--- config.mk ---
export PLATFORM = sky130hd
export DESIGN_NAME = req_encoder_flat
export DESIGN_NICKNAME = d
export VERILOG_FILES = /design/src/rtl/req_encoder_pkg.sv /design/src/rtl/req_encoder_if.sv /design/src/rtl/req_encoder_pri_enc.sv /design/src/rtl/req_encoder.sv /design/src/flat_wrapper.sv
export SDC_FILE = /design/constraint.sdc
export NUM_CORES = 1
export LEC_CHECK = 0
export BUFFER_PORTS_ARGS = -buffer_cell sky130_fd_sc_hd__buf_2
export CAP_MARGIN = 20
export CORE_UTILIZATION = 37
export CTS_CLUSTER_DIAMETER = 80
export DETAILED_ROUTE_END_ITERATION = 6
export PLACE_DENSITY = 0.85
export SLEW_MARGIN = 20
export SYNTH_ARGS = -nofsm -noshare
export SYNTH_HDL_FRONTEND = slang
export SYNTH_HIERARCHICAL = 1
export SYNTH_SLANG_ARGS = --single-unit
--- constraint.sdc ---
create_clock -name clk -period 1.64 [get_ports clk]
set_clock_uncertainty 0.2 [all_clocks]
set_input_delay 0.082 -clock clk [delete_from_list [all_inputs] [get_ports clk]]
set_output_delay 0.082 -clock clk [all_outputs]
set_load 0.02 [all_outputs]
--- src/rtl/req_encoder_pkg.sv ---
// Shared types and width helper for the sequential request encoder.
package req_enc_pkg;

  typedef enum logic {IDLE, EMIT} state_t;

  // Index width for an n-bit vector, never less than one bit.
  function automatic int clog2w(input int n);
    int w;
    w = 1;
    for (int i = 1; i < 32; i++)
      if ((1 << i) < n) w = i + 1;
    return w;
  endfunction

endpackage

--- src/rtl/req_encoder_if.sv ---
// Input/output handshake bundle between a request source/sink and req_encoder.
interface req_encoder_if import req_enc_pkg::*; #(
  parameter int N = 4
);
  localparam int W = clog2w(N);

  logic         in_valid;
  logic         in_ready;
  logic [N-1:0] in_vec;
  logic         out_valid;
  logic         out_ready;
  logic [W-1:0] out_idx;
  logic         out_last;
  logic         zero_err;

  modport master (
    output in_valid, in_vec, out_ready,
    input  in_ready, out_valid, out_idx, out_last, zero_err
  );

  modport slave (
    input  in_valid, in_vec, out_ready,
    output in_ready, out_valid, out_idx, out_last, zero_err
  );
endinterface

--- src/rtl/req_encoder_pri_enc.sv ---
// Lowest-set-bit priority encoder with a single-bit-set flag.
module pri_enc import req_enc_pkg::*; #(
  parameter int N = 4
) (
  input  logic [N-1:0]         i_vec,
  output logic [clog2w(N)-1:0] o_idx,
  output logic                 o_onehot
);
  localparam int W = clog2w(N);

  // Scan from the top so the lowest set bit wins.
  always_comb begin
    o_idx = '0;
    for (int i = N - 1; i >= 0; i--)
      if (i_vec[i]) o_idx = W'(i);
  end

  assign o_onehot = (i_vec != '0) && ((i_vec & (i_vec - N'(1))) == '0);

endmodule

--- src/rtl/req_encoder.sv ---
// Sequential N-to-log2(N) encoder: accepts a request vector and emits the index
// of each set bit, lowest first, one per output beat.
module req_encoder import req_enc_pkg::*; #(
  parameter int N = 4
) (
  input  logic        clk,
  input  logic        rst_n,
  req_encoder_if.slave bus
);
  localparam int W = clog2w(N);

  state_t       r_state;
  logic [N-1:0] r_pend;
  logic         r_in_ready;
  logic         r_out_valid;
  logic         r_zero_err;

  logic [W-1:0] w_idx;
  logic         w_onehot;
  logic         w_in_xfer;
  logic         w_out_xfer;

  // Index and last flag come only from the pend register, so no input reaches an output.
  pri_enc #(.N(N)) u_pri_enc (
    .i_vec    (r_pend),
    .o_idx    (w_idx),
    .o_onehot (w_onehot)
  );

  assign w_in_xfer  = bus.in_valid & r_in_ready;
  assign w_out_xfer = r_out_valid & bus.out_ready;

  always_ff @(posedge clk or negedge rst_n) begin
    if (!rst_n) begin
      r_state     <= IDLE;
      r_pend      <= '0;
      r_in_ready  <= 1'b0;
      r_out_valid <= 1'b0;
      r_zero_err  <= 1'b0;
    end else begin
      r_zero_err <= 1'b0;
      case (r_state)
        IDLE: begin
          r_in_ready <= 1'b1;
          if (w_in_xfer) begin
            if (bus.in_vec != '0) begin
              r_pend      <= bus.in_vec;
              r_state     <= EMIT;
              r_in_ready  <= 1'b0;
              r_out_valid <= 1'b1;
            end else begin
              r_zero_err <= 1'b1;
            end
          end
        end
        EMIT: begin
          if (w_out_xfer) begin
            r_pend <= r_pend & (r_pend - N'(1));
            if (w_onehot) begin
              r_state     <= IDLE;
              r_out_valid <= 1'b0;
              r_in_ready  <= 1'b1;
            end
          end
        end
        default: begin
          r_state     <= IDLE;
          r_pend      <= '0;
          r_out_valid <= 1'b0;
          r_in_ready  <= 1'b1;
        end
      endcase
    end
  end

  assign bus.in_ready  = r_in_ready;
  assign bus.out_valid = r_out_valid;
  assign bus.out_idx   = w_idx;
  assign bus.out_last  = w_onehot;
  assign bus.zero_err  = r_zero_err;

endmodule

--- src/flat_wrapper.sv ---
// flat-port wrapper written by rule: the top's interface ports become plain ports
module req_encoder_flat import req_enc_pkg::*;
#(
  parameter int N = 4
)
  (clk, rst_n, bus_in_valid, bus_in_vec, bus_out_ready, bus_in_ready, bus_out_valid, bus_out_idx, bus_out_last, bus_zero_err);
  req_encoder_if #(.N(N)) bus_i ();
  input  logic clk;
  input  logic rst_n;
  input wire logic [$bits(bus_i.in_valid)-1:0] bus_in_valid;
  input wire logic [$bits(bus_i.in_vec)-1:0] bus_in_vec;
  input wire logic [$bits(bus_i.out_ready)-1:0] bus_out_ready;
  output wire logic [$bits(bus_i.in_ready)-1:0] bus_in_ready;
  output wire logic [$bits(bus_i.out_valid)-1:0] bus_out_valid;
  output wire logic [$bits(bus_i.out_idx)-1:0] bus_out_idx;
  output wire logic [$bits(bus_i.out_last)-1:0] bus_out_last;
  output wire logic [$bits(bus_i.zero_err)-1:0] bus_zero_err;
  assign bus_i.in_valid = bus_in_valid;
  assign bus_i.in_vec = bus_in_vec;
  assign bus_i.out_ready = bus_out_ready;
  assign bus_in_ready = bus_i.in_ready;
  assign bus_out_valid = bus_i.out_valid;
  assign bus_out_idx = bus_i.out_idx;
  assign bus_out_last = bus_i.out_last;
  assign bus_zero_err = bus_i.zero_err;
  req_encoder #(.N(N)) u_core (.clk(clk), .rst_n(rst_n), .bus(bus_i));
endmodule
## Word level (Yosys, flattened, before mapping)

Cells that the tools add are included.

- Register bits: 8
- Input port bits: 8
- Output and inout port bits: 36
- Word-level logic and storage cells: 46

- $add $sub $neg: 1
- Equality and inequality tests: 4
- Multiplexer cells: 25
- Bitwise gates (word level): 4
- Reduce and logical (&&, ||, !) cells: 7

Operators by type and width:

| kind | number |
|---|---|
| $mux 32 | 3 |
| $mux 1 | 14 |
| $mux 4 | 3 |
| $pmux 4 s2 | 1 |
| $reduce_bool 4->1 | 2 |
| $pmux 1 s2 | 3 |
| $and 4x4->4 | 1 |
| $logic_not 4->1 | 1 |
| $ne 2x1->1 const B | 2 |
| $ne 2x2->1 const B | 2 |
| $reduce_and 4->1 | 1 |
| $sub 4x1->4 const B | 1 |
| $reduce_and 3->1 | 1 |
| $and 1x1->1 | 2 |
| $mux 2 | 1 |
| $reduce_and 2->1 | 1 |
| $logic_and 1x1->1 | 1 |
| $not 1->1 | 1 |

## Logic depth before layout (Yosys ltp)

- Depth in word-level cells: 7
- Depth in mapped cells: 4
- Depth with buffers taken out: 4

## By module

Netlist, hierarchy kept.

Modules (own cells, without submodules):

| module | instances | cells each | area an instance (um^2) | seq. area each (um^2) |
|---|---|---|---|---|
| req_encoder | 1 | 27 | 376.6 | 200.2 |
| pri_enc | 1 | 40 | 290.3 | 0.0 |

## Worst setup path before layout

Ideal clock, no wire load.

- Path kind: register to register
- Start: reg u_core.r_pend[2]
- End: reg u_core.r_state
- Setup time: 0.118 ns
- Arrival: 1.635 ns
- Data required time: 1.322 ns
- Setup slack: -0.313 ns
- Stages on the path, launching flop included: 5
- Path buffers: 0
- Path through: dfrtp_1 -> xnor2_1 -> o311ai_1 -> nand3_1 -> a21o_1

- Word-level cells in the longest chain between the ends: 7
- Elaborated cells between the ends (all ways): 8
- Classes of those cells: add/sub (1); mux (3); bitwise (1); reduce/logical (3)

RTL lines:

| item | line | RTL |
|---|---|---|
| start, declared | req_encoder.sv:13 | `logic [N-1:0] r_pend;` |
| start signal, assigned | req_encoder.sv:47 | `r_pend <= bus.in_vec;` |
| start signal, assigned | req_encoder.sv:58 | `r_pend <= r_pend & (r_pend - N'(1));` |
| $sub 4x1->4 | req_encoder_pri_enc.sv:18 | `assign o_onehot = (i_vec != '0) && ((i_vec & (i_vec - N'(1))) == '0);` |
| $and 4x4->4 | req_encoder_pri_enc.sv:18 |  |
| $logic_not 4->1 | req_encoder_pri_enc.sv:18 |  |
| $logic_and 1x1->1 * | req_encoder_pri_enc.sv:18 |  |
| via bus_out_last | flat_wrapper.sv:16 | `output wire logic [$bits(bus_i.out_last)-1:0] bus_out_last;` |
| $mux 1 * | req_encoder.sv:59 | `if (w_onehot) begin` |
| $mux 1 * | req_encoder.sv:57 | `if (w_out_xfer) begin` |
| $pmux 1 s2 * | req_encoder.sv:42 | `case (r_state)` |
| end signal, assigned | req_encoder.sv:48 | `r_state <= EMIT;` |
| end signal, assigned | req_encoder.sv:60 | `r_state <= IDLE;` |
| end signal, assigned | req_encoder.sv:67 | `r_state <= IDLE;` |
| end, declared | req_encoder.sv:12 | `state_t r_state;` |

Mark *: on every way through the listed nets, which the timed path passes. The rest lies on a longest branch.
A chain may end at the register's enable or synchronous reset.

## Worst setup path in the final report

- Start: reg u_core.r_pend[1]
- End: out bus_out_last

- Word-level cells in the longest chain between the ends: 4
- Elaborated cells between the ends (all ways): 5
- Classes of those cells: add/sub (1); bitwise (1); reduce/logical (3)

RTL lines:

| item | line |
|---|---|
| $sub 4x1->4 | req_encoder_pri_enc.sv:18 |
| $and 4x4->4 | req_encoder_pri_enc.sv:18 |
| $logic_not 4->1 | req_encoder_pri_enc.sv:18 |
| $logic_and 1x1->1 * | req_encoder_pri_enc.sv:18 |
| end, declared | flat_wrapper.sv:16 |

Every way passes the cells marked *; elsewhere a longest branch is shown, timed or not.

==> results by group <==
Status
  – Status: finished, violations left
  – Failing checks: design-rule violations, negative setup slack

Worst setup path
  – Critical Path Sink Type: output pin
  – Worst r2r path cells: 4
  – Reg2reg end: u_core/r_state
  – CP arrival: 1480 ps
  – R2r setup slk: -30 ps
  – Crit start category: flip-flop
  – Req. time, crit path: 1360 ps
  – Worst R2R Start: u_core/r_pend[1]
  – Worst Setup SP: u_core/r_pend[1]
  – Critical path type: reg -> out
  – CP max FO: 3
  – Critical Path End: bus_out_last

Yosys
  – Average size of a mapped cell: 9.95 um2
  – Mapped Cells: 67
  – Seq/Total Area, Yosys: 0.300
  – Area leader, netlist: buf_4
  – Netlist Area Pre-Place: 667 um2
  – Synth unique cells: 25
  – Top cells by area, synth: buf_4, dfrtp_1, a221o_1
  – Synth Warn #: 6
  – Post-synthesis register bit count: 8
  – Top-area cell type share of the netlist area: 0.338

Hold path
  – Hold path start: bus_in_vec[1]
  – Worst min-delay path class: in -> reg

Detailed routing
  – Via density: 4.31
  – WL/cell: 10.1 um
  – 1st-iter DRT viols: 12
  – Via count: 509
  – DRT Pass-1 Iters: 6
  – Post-DRT Antenna Nets: 0
  – Routed WL: 1200 um
  – DRC violations left: 1

Global route
  – Pin count of the biggest net entering global routing: 8
  – GRT Resource Usage Total: 0.127
  – Initial antenna violation count: 0
  – GRT overflow: 0
  – First-pass GRT wire length: 1760 um
  – Vias in the first global route: 420

Pwr
  – Pwr/cell area: 1730 nW/um2
  – Leakage Power: 0.426 nW
  – Total power: 1.40 mW
  – Worst VDD drop: 846 uV

Timing
  – Crit share post-route: 1.08
  – Tmin final: 1760 ps
  – RSZ-0062 raised after global routing: yes
  – Final slew viol count: 0
  – Fmax: 567 MHz
  – Setup violators final: 4
  – Setup TNS after final layout: -189 ps
  – Final hold vios: 0
  – Post-route setup slack: -124 ps
  – Hold_ws: 86.3 ps

CTS
  – Number of buffers created by CTS: 3
  – Clock-pin slew on the worst setup and hold paths: 60 ps
  – CTS tree: built
  – Clk_lat worst skew: 250 ps
  – Clock Tree Buf Depth: 2
  – Root buffer cell: clkbuf_4
  – H-Tree Depth: 1
  – Clock Sinks: 8

Floorplanning
  – Die height: 44.5 um
  – Die ar.: 1980 um2
  – Core area: 1590 um2
  – Starting density of the core: 0.418
  – DIE WIDTH: 44.5 um
  – Site Rows: 14
  – Ports: 44

Finish
  – Most common cell after layout, fill and taps aside: conb_1
  – Layout cell share with drive strength beyond 1: 0.330
  – Most frequent cells in the layout: conb_1, buf_2, dlygate4sd3_1
  – Layout Cells excl Fill: 118
  – Antenna Cells: 0
  – Design Area, Final: 808 um2
  – Synth-to-layout area growth: 21.2%
  – Layout Nets: 104

Run
  – Max-cap viol count: 0

Place
  – Placed instance count: 107
  – Port Buf Inserts: 13
  – DPL Wire Length: 884 um
  – Gpl congestion: 0.777
  – DP Area: 699 um2
## registers in the layout (all words and copies together), names as in the netlist
name / count
u_core/bus.out_valid: 1
u_core/bus.zero_err: 1
u_core/bus.in_ready: 1
u_core/r_pend: 4
u_core/r_state: 1
## worst min-delay path by stage
stage / to / cells after the start
after floorplan: u_core/bus.in_ready / 0
after CTS: u_core/bus.in_ready / 4
after global placement: u_core/bus.in_ready / 1
after detailed placement: u_core/bus.zero_err / 1
final: u_core/bus.in_ready / 4
after global routing: u_core/bus.zero_err / 3
## through the flow
| step | setup WS [ps] | util |
|---|---|---|
| after floorplan | -109 | - |
| after global placement | 15.5 | 0.439 |
| after detailed placement | -15.8 | 0.439 |
| after CTS | -133 | 0.507 |
| after global routing | -151 | 0.507 |
| final | -124 | 0.507 |
## cells in the mapped netlist
library cell,instances
a221o_1,3
and2b_2,1
and3_2,1
conb_1,1
xnor2_1,1
nor2_1,1
a31oi_1,1
a21oi_1,1
and3b_1,1
nor3_1,1
or4b_1,2
or4_4,1
dfrtp_1,8
a22o_1,1
nand2b_1,1
o211a_1,1
and2_2,1
o311a_1,1
o311ai_1,1
inv_1,2
nand3_1,2
a32oi_4,1
buf_6,1
a21o_1,2
buf_4,30
## per-layer routing
layer  vias to the layer above  wire length [um]  global-route usage
met3                         0                87              0.0245
met4                         0                 0              0.0909
li1                        234                 -                   -
met2                        32               619               0.206
met5                         -                 0                   0
met1                       243               489               0.148
## where the power goes
part / switching [mW] / internal, mW / total (mW)
clock: 0.0707 / 0.0840 / 0.155
combinational: 0.482 / 0.409 / 0.891
sequential: 0.0677 / 0.284 / 0.352
## worst max-delay path, cell delays in order, from the launching register on
cell and delay, ps:
dfrtp_2 410, or4b_4 550, o311ai_4 110, buf_6 160
## what timing repair did
| action | in CTS | in global routing |
|---|---|---|
| setup buffers | 0 | 0 |
| endpoints found under the hold margin | 15 | 0 |
| endpoints found under the setup margin | 3 | 4 |
| pin swaps | 2 | 3 |
| hold buffers | 8 | 0 |
| gates resized for setup | 2 | 0 |
## logic make-up after synthesis
family,after synthesis,synth area share
AND/OR/NAND/NOR,12,0.133
XOR/XNOR,1,0.0131
AO/OA/AOI/OAI,12,0.182
other,1,0.00562
buffers and inverters,33,0.366
flip-flops,8,0.300
## final cells by class
type / count / area (um2)
Sequential cell: 8 / 203
Timing Repair Buffer: 26 / 189
Tap cell: 24 / 30.0
Multi-Input combinational cell: 55 / 357
Inverter: 2 / 7.51
Fill cell: 149 / 786
Clock buffer: 3 / 22.5
(Power assumes the default switching activity.)
